[config.mk]
export PLATFORM = sky130hd
export DESIGN_NAME = jk_exc_driver
export DESIGN_NICKNAME = d
export VERILOG_FILES = /design/src/rtl/jk_drv_pkg.sv /design/src/rtl/jk_exc_driver_lut.sv /design/src/rtl/jk_exc_driver.sv
export SDC_FILE = /design/constraint.sdc
export NUM_CORES = 1
export LEC_CHECK = 0
export ABC_AREA = 1
export CELL_PAD_IN_SITES_DETAIL_PLACEMENT = 0
export CELL_PAD_IN_SITES_GLOBAL_PLACEMENT = 2
export CORE_ASPECT_RATIO = 1.5
export CORE_MARGIN = 4
export CORE_UTILIZATION = 30
export DETAILED_ROUTE_END_ITERATION = 16
export PLACE_DENSITY = 0.84
export SYNTH_ARGS = -nofsm -noshare
export SYNTH_HDL_FRONTEND = slang
export SYNTH_SLANG_ARGS = --single-unit
[constraint.sdc]
create_clock -name clk -period 2.2 [get_ports clk]
set_clock_uncertainty 0.15 [all_clocks]
set_input_delay 0.44 -clock clk [delete_from_list [all_inputs] [get_ports clk]]
set_output_delay 0.44 -clock clk [all_outputs]
set_load 0.01 [all_outputs]
[src/rtl/jk_drv_pkg.sv]
// Shared types and constants for the JK excitation driver.
package jk_drv_pkg;

  // Driver FSM states
  typedef enum logic [1:0] {
    IDLE  = 2'd0,
    SYNC  = 2'd1,
    DRIVE = 2'd2,
    FLUSH = 2'd3
  } state_t;

  // Excitation tables indexed by {cur, nxt}; each entry is {j, k}.
  // Don't-care positions are filled with 0.
  localparam logic [1:0] EXC_FILL0 [4] = '{2'b00, 2'b10, 2'b01, 2'b00};
  // Don't-care positions are filled with 1.
  localparam logic [1:0] EXC_FILL1 [4] = '{2'b01, 2'b11, 2'b11, 2'b10};

  // Width needed to hold a count from 0 to width inclusive
  function automatic int unsigned lw_of(input int unsigned width);
    return $clog2(width + 1);
  endfunction

endpackage

[src/rtl/jk_exc_driver_lut.sv]
// Combinational JK excitation lookup: (cur, nxt) -> (j, k).
module jk_exc_lut
  import jk_drv_pkg::*;
#(
  parameter int unsigned DC_FILL = 0
) (
  input  logic cur,
  input  logic nxt,
  output logic j_c,
  output logic k_c
);

  logic [1:0] sel;
  logic [1:0] jk;

  // Pick the table for the selected don't-care fill and look up the transition
  always_comb begin
    sel = {cur, nxt};
    jk  = 2'b00;
    if (DC_FILL == 0) begin
      jk = EXC_FILL0[sel];
    end else begin
      jk = EXC_FILL1[sel];
    end
  end

  assign j_c = jk[1];
  assign k_c = jk[0];

endmodule

[src/rtl/jk_exc_driver.sv]
// Drives J/K of a downstream JK flip-flop so its q follows a loaded serial
// pattern, and checks the fed-back q two cycles after each bit is issued.
module jk_exc_driver
  import jk_drv_pkg::*;
#(
  parameter int unsigned WIDTH   = 8,
  parameter int unsigned DC_FILL = 0,
  parameter int unsigned LW      = lw_of(WIDTH)
) (
  input  logic             clk,
  input  logic             rst,
  input  logic             load_valid,
  output logic             load_ready,
  input  logic [WIDTH-1:0] load_data,
  input  logic [LW-1:0]    load_len,
  input  logic             abort,
  output logic             j,
  output logic             k,
  input  logic             q_fb,
  output logic             busy,
  output logic             done,
  output logic             mismatch,
  output logic [LW-1:0]    err_cnt,
  output logic [LW-1:0]    first_err_idx
);

  state_t           state;
  logic [WIDTH-1:0] pat;
  logic [LW-1:0]    len_r;
  logic [LW-1:0]    idx;
  logic             pred_q;
  logic             flush_cnt;

  // Two-stage check pipeline: issue -> flip-flop update -> compare
  logic             s1_vld;
  logic             s1_exp;
  logic [LW-1:0]    s1_idx;
  logic             s2_vld;
  logic             s2_exp;
  logic [LW-1:0]    s2_idx;

  logic             lut_cur_c;
  logic             j_c;
  logic             k_c;
  logic [LW-1:0]    len_clamp_c;
  logic             last_c;

  // Clamp the requested length to the pattern width
  always_comb begin
    len_clamp_c = load_len;
    if (load_len > LW'(WIDTH)) begin
      len_clamp_c = LW'(WIDTH);
    end
  end

  // First bit starts from the real q; later bits from the predicted q
  always_comb begin
    lut_cur_c = pred_q;
    if (state == SYNC) begin
      lut_cur_c = q_fb;
    end
  end

  // The bit being issued this cycle is the last one of the pattern
  always_comb begin
    last_c = (idx == (len_r - LW'(1)));
  end

  jk_exc_lut #(
    .DC_FILL (DC_FILL)
  ) u_lut (
    .cur (lut_cur_c),
    .nxt (pat[0]),
    .j_c (j_c),
    .k_c (k_c)
  );

  // Control FSM, J/K drive, check pipeline and error bookkeeping
  always_ff @(posedge clk) begin
    if (!rst) begin
      state         <= IDLE;
      load_ready    <= 1'b1;
      busy          <= 1'b0;
      j             <= 1'b0;
      k             <= 1'b0;
      done          <= 1'b0;
      mismatch      <= 1'b0;
      err_cnt       <= '0;
      first_err_idx <= '0;
      pat           <= '0;
      len_r         <= '0;
      idx           <= '0;
      pred_q        <= 1'b0;
      flush_cnt     <= 1'b0;
      s1_vld        <= 1'b0;
      s1_exp        <= 1'b0;
      s1_idx        <= '0;
      s2_vld        <= 1'b0;
      s2_exp        <= 1'b0;
      s2_idx        <= '0;
    end else if (abort && (state != IDLE)) begin
      // Cancel: release the flip-flop, drop in-flight checks, keep the error tally
      state      <= IDLE;
      load_ready <= 1'b1;
      busy       <= 1'b0;
      j          <= 1'b0;
      k          <= 1'b0;
      done       <= 1'b0;
      s1_vld     <= 1'b0;
      s2_vld     <= 1'b0;
    end else begin
      done   <= 1'b0;
      s1_vld <= 1'b0;
      s2_vld <= s1_vld;
      s2_exp <= s1_exp;
      s2_idx <= s1_idx;

      if (s2_vld && (q_fb != s2_exp)) begin
        mismatch <= 1'b1;
        if (err_cnt != {LW{1'b1}}) begin
          err_cnt <= err_cnt + LW'(1);
        end
        if (!mismatch) begin
          first_err_idx <= s2_idx;
        end
      end

      case (state)
        IDLE: begin
          j <= 1'b0;
          k <= 1'b0;
          if (load_valid) begin
            mismatch      <= 1'b0;
            err_cnt       <= '0;
            first_err_idx <= '0;
            pat           <= load_data;
            len_r         <= len_clamp_c;
            idx           <= '0;
            if (len_clamp_c == '0) begin
              done <= 1'b1;
            end else begin
              state      <= SYNC;
              load_ready <= 1'b0;
              busy       <= 1'b1;
            end
          end
        end

        SYNC, DRIVE: begin
          j      <= j_c;
          k      <= k_c;
          pred_q <= pat[0];
          pat    <= pat >> 1;
          s1_vld <= 1'b1;
          s1_exp <= pat[0];
          s1_idx <= idx;
          idx    <= idx + LW'(1);
          if (last_c) begin
            state     <= FLUSH;
            flush_cnt <= 1'b0;
          end else begin
            state <= DRIVE;
          end
        end

        FLUSH: begin
          j <= 1'b0;
          k <= 1'b0;
          if (flush_cnt) begin
            state      <= IDLE;
            load_ready <= 1'b1;
            busy       <= 1'b0;
            done       <= 1'b1;
          end else begin
            flush_cnt <= 1'b1;
          end
        end

        default: begin
          state      <= IDLE;
          load_ready <= 1'b1;
          busy       <= 1'b0;
        end
      endcase
    end
  end

endmodule
==> summary.md <==
| Metric | Value |
|---|---|
| Crit path DAT | 1.27 ns |
| Dpl hpwl | 3.47 mm |
| Post-Synth Adder-Cell Area | 0.0372 |
| Max stage delay on crit path | 0.56 ns |
| Final wirelength | 4.50 mm |
| Post-Synth Simple-Gate Area | 0.228 |
| Design area | 2510 sq um |
| Pre-CTS setup slack | 0.109 ns |
| Largest net degree at the start of global routing | 21 |
| Multi-input gate area | 927 sq um |
| Yosys synthesis warning count | 0 |
| PD cells | 1180 nW/um^2 |
| Initial DRC count | 66 |
| Net Count, Synth | 292 |
| Total congestion overflow | 0 |
| Setup repair bufs after CTS | 0 |
| Post-synthesis compound-gate area fraction | 0.194 |
| # resized after CTS | 0 |
| Tot GR Track Use | 0.119 |
| WP buf/inv | 1 |
| CP delay by family, top | buffers and inverters |
| Post-Syn Instances | 269 |
| Max FO, Critical Path | 5 |
| Hold Crit Class | register to register |
| Largest family of logic cells by synthesized area | simple AND/OR/NAND/NOR gates |
| Hold Fails Final Rpt | 0 |
| Final Util | 0.384 |
| Mux contribution to synthesized area | 0 |
| Synth top area cells | dfxtp_1 45%, nand2_1 8.4%, o21ai_0 6.7% |
| FF+latch area | 901 sq um |
| Final GP Congestion | 0.833 |
| Fillers | 697 |
| Top-area cell type share of the netlist area | 0.446 |
| DR vias/cell | 4.65 |
| CTS Hold Buffers Added | 0 |
| Netlist cell types | 31 |
| Synth area leader | dfxtp_1 |
| Synth Cell Area | 2020 sq um |
| Slew HR | 0.787 |
| Die Wd | 75.0 microns |
| Setup TNS | 0 ns |
| Worst EP required | 1.61 ns |
| Core ar. | 6530 sq um |
| Row count | 36 |
| Slew @ Worst Pin | 0.317 ns |
| CTS tree | built |
| RSZ-0062 raised after global routing | false |
| CTS Root Cell | clkbuf_8 |
| Vias in the first global route | 1,660 |
| Max Freq | 539 MHz |
| CP Cell Sequence | clkdlybuf4s50_1 |
| CP max-delay cell | clkdlybuf4s50_1 |
| Clock net sink count | 45 |
| Post-Synth XOR/XNOR Area | 0 |
| Nets | 328 |
| DRT Pass-1 Iters | 4 |
| Initial Util | 0.309 |
| Post-route DRC violation count | 0 |
| Final setup margin | 0.345 ns |
| Critical path class | register to output pin |
| Seq/Total Area, Yosys | 0.446 |
| #FFs+latches synth | 45 |
| Initial antenna violation count | 0 |
| Fin crit share | 0.843 |
| Lkg Pwr | 0.985 nW |
| H-tree depth | 2 |
| Max VDD drop | 330 uV |
| Hold Slack | 0.268 ns |
| Slew Limit Fails | 0 |
| Clk_lat worst skew | 0.30 ns |
| Max Cap Violations | 0 |
| CTS max path bufs | 2 |
| Outcome | complete, no violations |
| Startpoint Class | register |
| Clk slew on worst S/H paths | 0.09 ns |
| # IOs | 31 |
| Routed via count | 1,775 |
| Final Setup Violations | 0 |
| Port-buffer cells | 30 |
| Crit path time final | 1.86 ns |
| Layout cell share with drive strength beyond 1 | 0.101 |
| Number of buffers created by CTS | 5 |
| Die area | 8140 sq um |
| Die height | 108 microns |
| Remaining antenna violation count | 0 |
| Placed instance area | 2420 sq um |
| CP Capture Type | output pin |
| Syn-to-layout area delta | 24.3% |
| First-pass GRT wire length | 7.38 mm |
| Syn_area_per_cell | 7.51 sq um |
| Ant. Diodes | 0 |
| Wire per inst | 11.8 microns |
power breakdown:
part,switching [mW],internal (mW)
clock,0.306,0.229
combinational,0.781,0.477
sequential,0.123,1.04
total,1.21,1.75
synthesized netlist by cell type, drive strengths merged:
cell	n
nand2	48
dfxtp	45
inv	40
nor2	34
o21ai	32
a21oi	24
nand3	9
a31oi	7
nor3	7
ha	6
buf	3
clkbuf	3
o32ai	3
a211oi	2
nand4	2
a22oi	1
clkinv	1
o21a	1
or2	1
routing by layer:
metal / GRT usage / up-vias / wire length (microns)
met4: 0.0573 / 0 / 108
met1: 0.124 / 789 / 1890
met2: 0.220 / 23 / 2390
met3: 0.0223 / 8 / 110
li1: - / 955 / -
met5: 0 / - / 0
worst paths after layout:
kind	from	end	slack, ns	cells past startpoint
max	err_cnt[3]	err_cnt[3]	0.34	1
min	s1_vld	s2_vld	0.27	2
max reg2reg	state[0]	idx[3]	0.39	9
min reg2reg	s1_vld	s2_vld	0.27	2
registers in the layout, summed over array words and instances (netlist names), 2 cells and up:
name,cells
err_cnt,4
len_r,4
state,2
s1_idx,4
idx,4
s2_idx,4
pat,8
first_err_idx,4
cell type report:
| type | instances | area share |
|---|---|---|
| tap | 76 | 0.0379 |
| multi-input combinational | 177 | 0.369 |
| timing repair buffer | 35 | 0.135 |
| sequential | 45 | 0.359 |
| clock buffer | 5 | 0.0274 |
| clock inverter | 3 | 0.00997 |
| inverter | 41 | 0.0623 |
cell families (layout without fill, tap and decap cells):
group                    count (synthesis)  in the layout
adder cells (fa/ha/maj)                  6              6
flip-flops                              45             45
buffers and inverters                   47             84
AND/OR/NAND/NOR                        101            101
AO/OA/AOI/OAI                           70             70
placed cells by master (no fill, tap or decap):
cell	synthesis	final
a211oi_1	2	2
a21oi_1	24	24
a22oi_1	1	1
a31oi_1	7	7
buf_4	1	5
clkbuf_8	0	5
clkdlybuf4s50_1	0	30
clkinv_1	1	1
clkinv_4	0	1
clkinvlp_4	0	1
dfxtp_1	45	45
ha_1	6	6
inv_1	34	34
inv_2	5	5
inv_4	1	1
inv_6	0	1
nand2_1	45	45
nand2_2	2	2
nand2_4	1	1
nand3_1	9	9
nand4_1	2	2
nor2_1	30	30
nor2_2	1	1
nor2_4	2	2
nor2_8	1	1
nor3_1	6	6
nor3_2	1	1
o21a_1	1	1
o21ai_0	27	27
o21ai_1	2	2
o21ai_2	3	3
o32ai_1	3	3
or2_4	1	1
per-stage QoR:
stage	std cells	power [mW]
final	382	2.96
after global routing	382	3.20
after detailed placement	374	2.47
after CTS	382	3.01
after global placement	374	2.45
after floorplan	269	2.12
No activity file was read; power rests on OpenSTA's default activity.
